==> src/rtl/prog_loader_if.sv <==
// Byte-stream and fake_ram write-port bundle for prog_loader.
// The slave modport is the loader side; the master modport is the byte source / RAM observer.
interface prog_loader_if #(
    parameter int ADDR_W = 16
);
    // Handshake: a byte transfers on a rising edge where byte_valid && byte_ready;
    // byte_valid may be raised or dropped at any time and the byte is held by the
    // source until it transfers.
    logic [7:0]        byte_in;
    logic              byte_valid;
    logic              byte_ready;
    logic              ram_we;
    logic [ADDR_W-1:0] ram_addr;
    logic [15:0]       ram_dataI;

    modport slave (
        input  byte_in,
        input  byte_valid,
        output byte_ready,
        output ram_we,
        output ram_addr,
        output ram_dataI
    );

    modport master (
        output byte_in,
        output byte_valid,
        input  byte_ready,
        input  ram_we,
        input  ram_addr,
        input  ram_dataI
    );
endinterface

==> src/rtl/prog_loader.sv <==
// Loads little-endian byte pairs into fake_ram as 16-bit words while holding the CPU in reset.
// Optional trailing XOR checksum byte when PROG_LOADER_CHECKSUM_EN is defined.
module prog_loader #(
    parameter int ADDR_W    = 16,
    parameter int DEPTH     = 256,
    parameter int BASE_ADDR = 0
) (
    input  logic        clk,
    input  logic        reset,
    input  logic        start,
    input  logic [15:0] word_count,
    prog_loader_if.slave bus,
    output logic        cpu_reset,
    output logic        busy,
    output logic        done,
    output logic        err,
    output logic [2:0]  dbg_state
);

    typedef enum logic [2:0] {
        IDLE  = 3'd0,
        LO    = 3'd1,
        HI    = 3'd2,
        WRITE = 3'd3,
        DONE  = 3'd4
`ifdef PROG_LOADER_CHECKSUM_EN
        ,CHK  = 3'd5
`endif
    } state_t;

    localparam logic [ADDR_W-1:0] BASE = ADDR_W'(BASE_ADDR);

    state_t            state, state_n;
    logic [ADDR_W-1:0] idx_q, idx_n;
    logic [ADDR_W-1:0] addr_q, addr_n;
    logic [15:0]       data_q, data_n;
    logic [15:0]       wc_q, wc_n;
    logic              err_q, err_n;
    logic [ADDR_W-1:0] idx_inc;
    logic              last;
`ifdef PROG_LOADER_CHECKSUM_EN
    logic [7:0]        csum_q, csum_n;
`endif

    assign idx_inc = idx_q + 1'b1;
    assign last    = (32'(idx_inc) == 32'(wc_q));

    always_ff @(posedge clk or negedge reset) begin
        if (!reset) begin
            state  <= IDLE;
            idx_q  <= '0;
            addr_q <= BASE;
            data_q <= '0;
            wc_q   <= '0;
            err_q  <= 1'b0;
`ifdef PROG_LOADER_CHECKSUM_EN
            csum_q <= '0;
`endif
        end else begin
            state  <= state_n;
            idx_q  <= idx_n;
            addr_q <= addr_n;
            data_q <= data_n;
            wc_q   <= wc_n;
            err_q  <= err_n;
`ifdef PROG_LOADER_CHECKSUM_EN
            csum_q <= csum_n;
`endif
        end
    end

    always_comb begin
        state_n = state;
        idx_n   = idx_q;
        addr_n  = addr_q;
        data_n  = data_q;
        wc_n    = wc_q;
        err_n   = err_q;
`ifdef PROG_LOADER_CHECKSUM_EN
        csum_n  = csum_q;
`endif
        case (state)
            // start is only honoured between sessions; a stray pulse while busy is dropped
            IDLE, DONE: begin
                if (start) begin
                    err_n  = 1'b0;
                    idx_n  = '0;
                    addr_n = BASE;
                    wc_n   = word_count;
`ifdef PROG_LOADER_CHECKSUM_EN
                    csum_n = '0;
`endif
                    if (word_count == 16'd0) begin
                        state_n = DONE;
                    end else if (int'(word_count) > DEPTH) begin
                        state_n = IDLE;
                        err_n   = 1'b1;
                    end else begin
                        state_n = LO;
                    end
                end
            end
            LO: begin
                if (bus.byte_valid) begin
                    data_n[7:0] = bus.byte_in;
`ifdef PROG_LOADER_CHECKSUM_EN
                    csum_n = csum_q ^ bus.byte_in;
`endif
                    state_n = HI;
                end
            end
            HI: begin
                if (bus.byte_valid) begin
                    data_n[15:8] = bus.byte_in;
`ifdef PROG_LOADER_CHECKSUM_EN
                    csum_n = csum_q ^ bus.byte_in;
`endif
                    state_n = WRITE;
                end
            end
            WRITE: begin
                idx_n  = idx_inc;
                addr_n = addr_q + 1'b1;
                if (last) begin
`ifdef PROG_LOADER_CHECKSUM_EN
                    state_n = CHK;
`else
                    state_n = DONE;
`endif
                end else begin
                    state_n = LO;
                end
            end
`ifdef PROG_LOADER_CHECKSUM_EN
            CHK: begin
                if (bus.byte_valid) begin
                    if (bus.byte_in == csum_q) begin
                        state_n = DONE;
                    end else begin
                        state_n = IDLE;
                        err_n   = 1'b1;
                    end
                end
            end
`endif
            default: state_n = IDLE;
        endcase
    end

    // All status outputs decode from the state so they follow it on the same edge
    assign bus.ram_we    = (state == WRITE);
    assign bus.ram_addr  = addr_q;
    assign bus.ram_dataI = data_q;
`ifdef PROG_LOADER_CHECKSUM_EN
    assign bus.byte_ready = (state == LO) || (state == HI) || (state == CHK);
    assign busy           = (state == LO) || (state == HI) || (state == WRITE) || (state == CHK);
`else
    assign bus.byte_ready = (state == LO) || (state == HI);
    assign busy           = (state == LO) || (state == HI) || (state == WRITE);
`endif
    assign done      = (state == DONE);
    assign cpu_reset = (state != DONE);
    assign err       = err_q;
    assign dbg_state = state;

endmodule
==> src/flat_wrapper.sv <==
// flat-port wrapper written by rule: the top's interface ports become plain ports
module prog_loader_flat 
#(
    parameter int ADDR_W    = 16,
    parameter int DEPTH     = 256,
    parameter int BASE_ADDR = 0
)
  (clk, reset, start, word_count, cpu_reset, busy, done, err, dbg_state, bus_byte_in, bus_byte_valid, bus_byte_ready, bus_ram_we, bus_ram_addr, bus_ram_dataI);
  prog_loader_if #(.ADDR_W(ADDR_W)) bus_i ();
  input  logic clk;
  input  logic reset;
  input  logic start;
  input  logic [15:0] word_count;
  output logic cpu_reset;
  output logic busy;
  output logic done;
  output logic err;
  output logic [2:0] dbg_state;
  input wire logic [$bits(bus_i.byte_in)-1:0] bus_byte_in;
  input wire logic [$bits(bus_i.byte_valid)-1:0] bus_byte_valid;
  output wire logic [$bits(bus_i.byte_ready)-1:0] bus_byte_ready;
  output wire logic [$bits(bus_i.ram_we)-1:0] bus_ram_we;
  output wire logic [$bits(bus_i.ram_addr)-1:0] bus_ram_addr;
  output wire logic [$bits(bus_i.ram_dataI)-1:0] bus_ram_dataI;
  assign bus_i.byte_in = bus_byte_in;
  assign bus_i.byte_valid = bus_byte_valid;
  assign bus_byte_ready = bus_i.byte_ready;
  assign bus_ram_we = bus_i.ram_we;
  assign bus_ram_addr = bus_i.ram_addr;
  assign bus_ram_dataI = bus_i.ram_dataI;
  prog_loader #(.ADDR_W(ADDR_W), .DEPTH(DEPTH), .BASE_ADDR(BASE_ADDR)) u_core (.clk(clk), .reset(reset), .start(start), .word_count(word_count), .bus(bus_i), .cpu_reset(cpu_reset), .busy(busy), .done(done), .err(err), .dbg_state(dbg_state));
endmodule
==> config.mk <==
export PLATFORM = sky130hd
export DESIGN_NAME = prog_loader_flat
export DESIGN_NICKNAME = d
export VERILOG_FILES = /design/src/rtl/prog_loader_if.sv /design/src/rtl/prog_loader.sv /design/src/flat_wrapper.sv
export SDC_FILE = /design/constraint.sdc
export NUM_CORES = 1
export LEC_CHECK = 0
export CAP_MARGIN = 20
export CORE_ASPECT_RATIO = 0.7
export CORE_MARGIN = 2
export CORE_UTILIZATION = 40
export CTS_BUF_LIST = sky130_fd_sc_hd__clkbuf_4 sky130_fd_sc_hd__clkbuf_8
export CTS_CLUSTER_SIZE = 14
export DETAILED_ROUTE_END_ITERATION = 10
export DONT_BUFFER_PORTS = 1
export GPL_ROUTABILITY_DRIVEN = 0
export GPL_TIMING_DRIVEN = 0
export RECOVER_POWER = 25
export SLEW_MARGIN = 5
export SYNTH_ARGS = -nofsm -noshare
export SYNTH_HDL_FRONTEND = slang
export SYNTH_SLANG_ARGS = --single-unit
==> constraint.sdc <==
create_clock -name clk -period 2.02 [get_ports clk]
set_clock_uncertainty 0.05 [all_clocks]
set_input_delay 0.303 -clock clk [delete_from_list [all_inputs] [get_ports clk]]
set_output_delay 0.303 -clock clk [all_outputs]
set_load 0.1 [all_outputs]
==> out/metrics.cfg, run 1 <==
[clocking]
clk_latency_ns = 0.34
path_clk_slew_ns = 0.08
clock_sinks = 68
cts_buffers = 9
ctsLongestPathBuffers = 2
root_buffer = clkbuf_8
htree_levels = 3
cts_tree = done

[critical_path]
worstSetupPathType = reg2out
cpMaxStageDelayCell = dfrtp_4
crit_family = flip-flops
reg2reg_depth = 7
reg2reg_from = u_core.dbg_state[2]$_DFFE_PN0P_
crit_fanout = 7
slowest_delay_ns = 0.63
reg2reg_slack_ns = -0.14
cp.required_ns = 1.67
cp-end-kind = output port
reg2reg_to = u_core.bus.ram_addr[14]$_DFFE_PN0P_
path_buf_inv = 2
path_cells = buf_12, buf_4, a21oi_4
worstPathArrival_ns = 1.87
critPathLaunchType = register

[global_route]
grt-ovfl-total = 0
track_usage = 0.188
grt_first_pass_wirelength_microns = 14100
grt_pass1_vias = 2733
antenna_found_initial = 0
grt_max_degree = 69

[yosys]
synth-xor-area-share = 0.0518
synth_seq_cells = 68
synth_compound_area_frac = 0.113
seq_area_frac_synth = 0.480
synth_fa_ha_area_frac = 0.00705
synthMuxAreaShare = 0.122
synth_edf_count = 0
synth-async-reset-ratio = 1.00
synth_simple_gate_area_frac = 0.191
netlist_area_sq_um = 3550
synth_top_family_by_area = simple AND/OR/NAND/NOR gates
synth_nets = 377
syn_avg_cell_area_sq_um = 10.2
ys_types = 51
ys.flop_type = dfrtp_1
synth_warnings = 0
netlist_instances = 347

[routing]
wl_met2_microns = 4180
first_pass_iters = 5
drtAntennaViolNets = 0
met3_length_microns = 708
vias = 2850
wl_met1_microns = 4410
routed.top_layer = met4
drc_errors = 0
drtIter0Drc = 166
wl_microns = 9370
routedWlPerCell_microns = 17.9
viasPerCell = 5.45

[power]
peakVddDrop_mv = 1.47
p_leak_nw = 1.93
p_per_area_nw_per_um2 = 1510

[die]
die_h_microns = 82.8
start_util = 0.415
core_region_area_sq_um = 8550
dieWidth_microns = 117
io_pins = 69
dieArea_sq_um = 9650
num_rows = 28

[timing]
setup_viol = 12
hold_viol_final = 0
period_share = 1.10
max-slew-margin-rel = 0.316
fin_ws_ns = -0.200
fin_crit_ns = 2.22
fmax_mhz = 450
rsz0062_at_grt = true
maxSlewViolCount = 0
worstMarginPinSlew_ns = 1.03

[placed_design]
numPortBuffers = 0
place_area_sq_um = 3780
dp_hpwl_microns = 5950

[finish]
finish.instance_area_sq_um = 4740
drive_gt1_frac = 0.444
fillers = 756
finish.utilization = 0.554
layout_common_cells = dfrtp_1, mux2_2, buf_4
areaGrowthSynthToFinish_pct = 33.5
n_antenna_cell = 0
final_common_cell = dfrtp_1
num-nets-final = 428

[hold_path]
hold_path_class = in2reg
min_to = u_core.wc_q[11]$_DFFE_PN0P_
hold_depth = 1
hp-start = word_count[11]

[run_status]
status = complete, but fails checks
violations = negative setup slack

[run]
maxCapViolations = 0

==> per-stage QoR <==
stage                     hold WS, ns  total power, mW  TNS (ns)  instances  worst slack [ns]
after global routing           0.0267             7.47     -3.12        523            -0.245
after CTS                      0.0369             6.81     -1.42        500            -0.182
final                          0.0510             7.14     -1.35        523            -0.200
after detailed placement      -0.0392             5.30     -6.85        467            -0.519
after floorplan               -0.0426             4.94    -0.197        347           -0.0739
after global placement        -0.0397             5.26     -6.17        467            -0.477
==> routing by layer <==
layer / GRT usage / vias up
met5: 0 / -
met4: 0.0460 / 0
met3: 0.0730 / 8
met2: 0.258 / 82
li1: - / 1361
met1: 0.277 / 1399
==> worst reg2reg max path: cells and delay by family (launching register included) <==
family | cells | cell delay (ns)
DFF | 1 | 0.63
muxes | 1 | 0.12
buffers and inverters | 2 | 0.35
and+or+nand+nor | 4 | 0.84
==> sequential cells by signal, indices dropped and copies added (netlist names) <==
register	cells
u_core.bus.ram_addr	16
u_core.bus.ram_dataI	16
u_core.dbg_state	3
u_core.err	1
u_core.idx_q	16
u_core.wc_q	16
==> logic make-up after synthesis <==
logic type               after synthesis
adder cells (fa/ha/maj)                2
AO/OA/AOI/OAI                         68
flip-flops                            68
multiplexers                          39
XOR/XNOR                              21
buffers and inverters                 26
AND/OR/NAND/NOR                      123
==> cell usage after synthesis (all sizes together) (2+ instances only) <==
| cell type | number | area share |
|---|---|---|
| nand2b | 4 | 0.0071 |
| buf | 13 | 0.020 |
| a21oi | 12 | 0.018 |
| clkbuf | 6 | 0.0071 |
| nor4b | 2 | 0.0049 |
| ha | 2 | 0.0071 |
| a22o | 3 | 0.0074 |
| and3 | 3 | 0.0056 |
| o311ai | 2 | 0.0049 |
| nand3 | 21 | 0.030 |
| o31ai | 5 | 0.011 |
| nand2 | 31 | 0.033 |
| nand3b | 2 | 0.0042 |
| nor2 | 23 | 0.026 |
| nand4 | 11 | 0.024 |
| inv | 6 | 0.0063 |
| xor2 | 8 | 0.020 |
| nor4 | 7 | 0.016 |
| o22ai | 2 | 0.0035 |
| nor3 | 5 | 0.0071 |
| mux2 | 34 | 0.11 |
| o21ai | 35 | 0.049 |
| o211ai | 2 | 0.0042 |
| and2 | 2 | 0.0035 |
| or3 | 2 | 0.0049 |
| xnor2 | 13 | 0.032 |
| mux2i | 5 | 0.014 |
| and4 | 6 | 0.015 |
| dfrtp | 68 | 0.48 |
| a31oi | 2 | 0.0035 |
==> area by class of cell <==
class	count	area, sq um	area share
timing repair buffer	41	385	0.0814
buffer	18	190	0.0402
inverter	7	42.5	0.00898
clock inverter	5	52.6	0.0111
clock buffer	11	139	0.0293
sequential	68	1760	0.372
tap	120	150	0.0317
multi-input combinational	253	2020	0.426
==> timing repair <==
item	4_1_cts	5_1_grt
hold buffers	2	0
buffers inserted	15	21
cloned	1	2
resized for setup	55	85
endpoints found under the setup margin	66	41
endpoints found under the hold margin	68	0
pin swaps	17	31
==> worst max-delay path by stage <==
stage	startpoint	to	slack (ns)	depth (start not counted)
finish	u_core.dbg_state[2]$_DFFE_PN0P_	bus_byte_ready	-0.20	3
global route	u_core.dbg_state[2]$_DFFE_PN0P_	bus_byte_ready	-0.24	3
CTS	u_core.dbg_state[0]$_DFFE_PN0P_	done	-0.18	3
detailed placement	u_core.idx_q[0]$_DFFE_PN0P_	u_core.dbg_state[0]$_DFFE_PN0P_	-0.52	8
global placement	u_core.idx_q[0]$_DFFE_PN0P_	u_core.dbg_state[0]$_DFFE_PN0P_	-0.48	8
floorplan	u_core.dbg_state[2]$_DFFE_PN0P_	u_core.bus.ram_addr[10]$_DFFE_PN0P_	-0.07	7
==> report_power, final <==
group	leakage [nW]	switching, mW	total (mW)	internal [mW]
Clock	0.0999	0.520	1.11	0.592
Sequential	0.839	1.94	3.68	1.74
Combinational	0.993	1.19	2.35	1.16
Total	1.93	3.65	7.14	3.50
Note: power is estimated with default switching activity, not from simulation.
==> run 2, diff against run 1 <==
--- a/config.mk
+++ b/config.mk
@@ -6,7 +6,6 @@
 export NUM_CORES = 1
 export LEC_CHECK = 0
 export CAP_MARGIN = 20
-export CORE_ASPECT_RATIO = 0.7
 export CORE_MARGIN = 2
 export CORE_UTILIZATION = 40
 export CTS_BUF_LIST = sky130_fd_sc_hd__clkbuf_4 sky130_fd_sc_hd__clkbuf_8
@@ -16,7 +15,7 @@
 export GPL_ROUTABILITY_DRIVEN = 0
 export GPL_TIMING_DRIVEN = 0
 export RECOVER_POWER = 25
-export SLEW_MARGIN = 5
+export SLEW_MARGIN = 30
 export SYNTH_ARGS = -nofsm -noshare
 export SYNTH_HDL_FRONTEND = slang
 export SYNTH_SLANG_ARGS = --single-unit
==> constraint.sdc (replaced) <==
create_clock -name clk -period 2.55 [get_ports clk]
set_clock_uncertainty 0.05 [all_clocks]
set_input_delay 0.3825 -clock clk [delete_from_list [all_inputs] [get_ports clk]]
set_output_delay 0.3825 -clock clk [all_outputs]
set_load 0.1 [all_outputs]
==> run 2 against run 1 <==
The flow now finishes without violations. Critical path depth grew 2. Highest routed layer unchanged. Critical endpoint is now bus_ram_we. Routed wire length down 12%. First-iteration DRC count fell by 28%. Cell area fell by 14%.
==> out/metrics.cfg, run 2 (synthesis gave the netlist of run 1 again) <==
[run_status]
status = completed

[timing]
setup_tns_ns = 0  ; +1.35 ns
fin_crit_ns = 2.46
rsz0062_at_grt = false
maxSlewViolCount = 0  ; unchanged
period_share = 0.966
max-slew-margin-rel = 0.341  ; +0.0253
setup_viol = 0  ; -12
hold_viol_final = 0  ; unchanged
fmax_mhz = 406
worstMarginPinSlew_ns = 0.988  ; -0.0380 ns

[global_route]
grt_max_degree = 69  ; unchanged
antenna_found_initial = 0  ; unchanged
grt_first_pass_wirelength_microns = 13600  ; -3.1%
grt-ovfl-total = 0  ; unchanged
track_usage = 0.178  ; -0.0106
grt_pass1_vias = 2628  ; -3.8%

[routing]
vias = 2655  ; -6.8%
viasPerCell = 5.60  ; +2.8%
drtAntennaViolNets = 0  ; unchanged
first_pass_iters = 4  ; -1
routedWlPerCell_microns = 17.4  ; -2.9%
drtIter0Drc = 120  ; -28%
wl_microns = 8240  ; -12%
drc_errors = 0  ; unchanged

[critical_path]
worstPathArrival_ns = 2.03  ; +0.16 ns
cp.required_ns = 2.12  ; +0.45 ns
worstSetupPathType = reg2out
critPathLaunchType = register
cp-end-kind = output port
crit_fanout = 10  ; +3

[placed_design]
numPortBuffers = 0  ; unchanged
dp_hpwl_microns = 5800  ; -2.5%

[run]
maxCapViolations = 0  ; unchanged

[die]
die_h_microns = 98.2  ; +19%
dieArea_sq_um = 9640  ; -0.13%
dieWidth_microns = 98.2  ; -16%
start_util = 0.409  ; -0.00622
num_rows = 34  ; +21%
core_region_area_sq_um = 8680  ; +1.5%
io_pins = 69  ; unchanged

[power]
p_per_area_nw_per_um2 = 1310  ; -13%
peakVddDrop_mv = 1.17  ; -20%
p_leak_nw = 1.64  ; -15%

[finish]
finish.utilization = 0.467  ; -0.0866
final_common_cell = dfrtp_1
layout_common_cells = dfrtp_1, o21ai_0, mux2_2
drive_gt1_frac = 0.257  ; -0.187
areaGrowthSynthToFinish_pct = 14.3
n_antenna_cell = 0  ; unchanged
num-nets-final = 391  ; -8.6%

[clocking]
cts_buffers = 9  ; unchanged
ctsLongestPathBuffers = 2  ; unchanged
path_clk_slew_ns = 0.09  ; about the same
root_buffer = clkbuf_8
clock_sinks = 68  ; unchanged
htree_levels = 3  ; unchanged
cts_tree = done
clk_latency_ns = 0.35  ; about the same

[hold_path]
hold_path_class = in2reg

## run 2: cell types whose count changed in the layout (fill, tap and decap cells not counted), sizes merged
cell           delta
buf              -33
clkbuf            -2
bufbuf            -1
bufinv            +1
clkdlybuf4s50     -1
clkinv            -1
clkinvlp          -1
inv               +1
## run 2: worst paths after layout
path / endpoint / depth (start not counted) / slack [ns] / from
max: bus_ram_we / 5 / 0.09 / u_core.dbg_state[2]$_DFFE_PN0P_
min: u_core.bus.ram_dataI[1]$_DFFE_PN0P_ / 1 / 0.12 / bus_byte_in[1]
max reg2reg: u_core.bus.ram_addr[11]$_DFFE_PN0P_ / 7 / 0.19 / u_core.dbg_state[2]$_DFFE_PN0P_
min reg2reg: u_core.idx_q[15]$_DFFE_PN0P_ / 1 / 0.47 / u_core.idx_q[15]$_DFFE_PN0P_
max in group asynchronous: u_core.bus.ram_addr[0]$_DFFE_PN0P_ / 2 / 1.60 / reset
min in group asynchronous: u_core.bus.ram_dataI[12]$_DFFE_PN0P_ / 2 / 0.54 / reset
## run 2: repair_timing
item / in CTS / in global routing
setup buffers: 0 / 2
gates resized for setup: 16 / 8
setup endpoints to repair: 25 / 15
hold buffers: 2 / 0
endpoints found under the hold margin: 68 / 0
## run 2: layout make-up
| class | instances | area, sq um |
|---|---|---|
| Fill cell | 839 | 4620 |
| Clock inverter | 5 | 82.6 |
| Multi-Input combinational cell | 253 | 1770 |
| Buffer | 18 | 113 |
| Inverter | 7 | 31.3 |
| Sequential cell | 68 | 1720 |
| Tap cell | 108 | 135 |
| Clock buffer | 11 | 151 |
| Timing Repair Buffer | 4 | 52.6 |
## run 2: worst max-delay path: stages (launching register included)
cell and delay, ns:
dfrtp_4 0.63, buf_4 0.24, or2_1 0.23, buf_2 0.16, clkinv_2 0.16, buf_12 0.22
## run 2: through the flow
step                setup slack, ns  cell area, sq um  hold WS, ns  std cells  total power, mW
floorplan                    0.0879              3570       0.0369        347             3.87
global placement             -0.284              3710       0.0399        455             4.10
detailed placement           -0.343              3720       0.0396        455             4.17
CTS                         0.00312              4030        0.115        473             5.29
global route                0.00410              4060        0.104        474             5.52
finish                       0.0860              4060        0.120        474             5.29
## run 2: routing by layer
layer | share of wire | up-vias | track usage | wire length, microns
li1 | - | 1279 | - | -
met1 | 0.46 | 1278 | 0.247 | 3760
met2 | 0.45 | 87 | 0.267 | 3730
met3 | 0.077 | 11 | 0.0573 | 634
met4 | 0.014 | 0 | 0.0527 | 116
met5 | 0 | - | 0 | 0
## run 2: power breakdown
part | switching (mW) | internal (mW)
registers | 1.53 | 1.37
logic | 0.749 | 0.599
clock network | 0.439 | 0.608
==> run 3, diff against run 2 <==
--- a/config.mk
+++ b/config.mk
@@ -7,11 +7,10 @@
 export LEC_CHECK = 0
 export CAP_MARGIN = 20
 export CORE_MARGIN = 2
-export CORE_UTILIZATION = 40
+export CORE_UTILIZATION = 29
 export CTS_BUF_LIST = sky130_fd_sc_hd__clkbuf_4 sky130_fd_sc_hd__clkbuf_8
 export CTS_CLUSTER_SIZE = 14
 export DETAILED_ROUTE_END_ITERATION = 10
-export DONT_BUFFER_PORTS = 1
 export GPL_ROUTABILITY_DRIVEN = 0
 export GPL_TIMING_DRIVEN = 0
 export RECOVER_POWER = 25
==> run 3 against run 2 <==
Flip-flop and latch count unchanged. Cell area up 15%. Core utilization down 7.9 points. Clock-buffer cell count up 2. Die area up 36%. Worst setup slack worse by 0.0013 ns. Worst hold slack better by 0.33 ns. First-iteration DRC count up 40%. Non-clock buffer count up 66. Fmax about the same. Combinational power up 120%. Critical path type unchanged. Largest cell class unchanged.
==> out/metrics.cfg, run 3 (synthesis gave the netlist of run 1 again) <==
[die]
num_rows = 40  ; +18%
dieArea_sq_um = 13100  ; +36%
start_util = 0.297  ; -0.112
core_region_area_sq_um = 12000  ; +38%
io_pins = 69  ; unchanged
die_h_microns = 115  ; +17%
dieWidth_microns = 115  ; +17%

[clocking]
htree_levels = 3  ; unchanged
clock_sinks = 68  ; unchanged
post_cts_buffers = 0  ; unchanged
path_clk_slew_ns = 0.07  ; -0.02 ns
root_buffer = clkbuf_8
cts_tree = done
clk_latency_ns = 0.35  ; about the same
cts_buffers = 9  ; unchanged
ctsLongestPathBuffers = 2  ; unchanged

[timing]
fin_crit_ns = 2.47  ; +0.00126 ns
period_share = 0.967  ; about the same
fmax_mhz = 406  ; about the same
setup_viol = 0  ; unchanged
max-slew-margin-rel = 0.0787  ; -0.263
maxSlewViolCount = 0  ; unchanged
worstMarginPinSlew_ns = 1.38  ; +0.394 ns
rsz0062_at_grt = false
hold_viol_final = 0  ; unchanged

[critical_path]
cp.required_ns = 2.12  ; about the same
worstPathArrival_ns = 2.03  ; about the same
reg2reg_depth = 7  ; unchanged
crit_fanout = 9  ; -1
worstSetupPathType = reg2out
critPathLaunchType = register
cp-end-kind = output port
reg2reg_to = u_core.dbg_state[0]$_DFFE_PN0P_
reg2reg_slack_ns = 0.24  ; +0.05 ns
reg2reg_from = u_core.idx_q[0]$_DFFE_PN0P_

[finish]
drive_gt1_frac = 0.193  ; -0.0643
layout_common_cells = dfrtp_1, clkdlybuf4s50_1, o21ai_0
final_common_cell = dfrtp_1
areaGrowthSynthToFinish_pct = 31.1
final_cells = 578  ; +22%
finish.utilization = 0.389  ; -0.0785
num-nets-final = 457  ; +17%
n_antenna_cell = 0  ; unchanged
finish.instance_area_sq_um = 4650  ; +15%

[routing]
viasPerCell = 4.99  ; -11%
vias = 2883  ; +8.6%
first_pass_iters = 4  ; unchanged
drc_errors = 0  ; unchanged
routedWlPerCell_microns = 15.0  ; -13%
drtIter0Drc = 168  ; +40%
wl_microns = 8700  ; +5.5%
drtAntennaViolNets = 0  ; unchanged

[hold_path]
hold_path_class = reg2reg
min_to = u_core.bus.ram_addr[15]$_DFFE_PN0P_
hold_depth = 1  ; unchanged
hp-start = u_core.bus.ram_addr[15]$_DFFE_PN0P_

[global_route]
antenna_found_initial = 0  ; unchanged
track_usage = 0.140  ; -0.0377
grt_max_degree = 47  ; -32%
grt_first_pass_wirelength_microns = 14300  ; +4.9%
grt_pass1_vias = 2762  ; +5.1%
grt-ovfl-total = 0  ; unchanged

[placed_design]
numPortBuffers = 68  ; +68
place_area_sq_um = 4460  ; +20%
dp_hpwl_microns = 6420  ; +11%
dp.cells = 563  ; +24%

[run_status]
status = completed

[run]
maxCapViolations = 0  ; unchanged

[power]
p_per_area_nw_per_um2 = 1160  ; -11%
p_leak_nw = 1.86  ; +13%
peakVddDrop_mv = 0.767  ; -35%
total_power_mw = 5.41  ; +2.2%

[run 3: layout make-up]
| type | count | area [sq um] |
|---|---|---|
| Multi-Input combinational cell | 253 | 1730 |
| Timing Repair Buffer | 70 | 714 |
| Clock buffer | 13 | 173 |
| Inverter | 7 | 33.8 |
| Tap cell | 147 | 184 |
| Clock inverter | 2 | 10.0 |
| Fill cell | 1207 | 7310 |
| Sequential cell | 68 | 1710 |
| Buffer | 18 | 97.6 |
[run 3: metrics by stage]
step | setup TNS [ns] | worst slack [ns] | hold WS [ns]
final | 0 | 0.0848 | 0.446
after global routing | 0 | 0.00782 | 0.476
after CTS | 0 | 0.0408 | 0.434
after detailed placement | -0.692 | -0.692 | 0.262
after global placement | -91.68 | -1.59 | 0.435
after floorplan | 0 | 0.0879 | 0.0369
[run 3: what timing repair did]
item	4_1_cts	5_1_grt
pin swaps	0	0
endpoints found under the setup margin	5	8
endpoints found under the hold margin	22	0
hold buffers	1	0
resized for setup	16	3
[run 3: metal layers]
layer | track usage | share of wire | vias up
met5 | 0 | 0 | -
met4 | 0.0341 | 0.0095 | 0
met3 | 0.0450 | 0.057 | 10
met2 | 0.214 | 0.45 | 71
met1 | 0.192 | 0.48 | 1392
li1 | - | - | 1410
[run 3: worst max-delay path by stage]
stage,start,slack (ns),cells past startpoint,to
floorplan,u_core.dbg_state[2]$_DFFE_PN0P_,0.09,6,u_core.bus.ram_addr[1]$_DFFE_PN0P_
global placement,reset,-1.59,1,u_core.dbg_state[2]$_DFFE_PN0P_
CTS,u_core.dbg_state[2]$_DFFE_PN0P_,0.04,6,bus_ram_we
global route,u_core.dbg_state[0]$_DFFE_PN0P_,0.008,3,bus_byte_ready
finish,u_core.dbg_state[0]$_DFFE_PN0P_,0.08,3,bus_byte_ready
detailed placement,u_core.dbg_state[2]$_DFFE_PN0P_,-0.69,6,bus_ram_we
[run 3: worst max-delay path, cell delays in order, from the launching register on]
cell and delay, ns:
dfrtp_2 0.46, nand2b_1 0.23, a21oi_2 0.13, dlygate4sd2_1 0.87
[run 3: report_power, final]
part | leakage [nW] | switching (mW) | internal [mW]
Clock | 0.0987 | 0.391 | 0.435
Sequential | 0.869 | 0.260 | 1.39
Combinational | 0.895 | 2.06 | 0.877
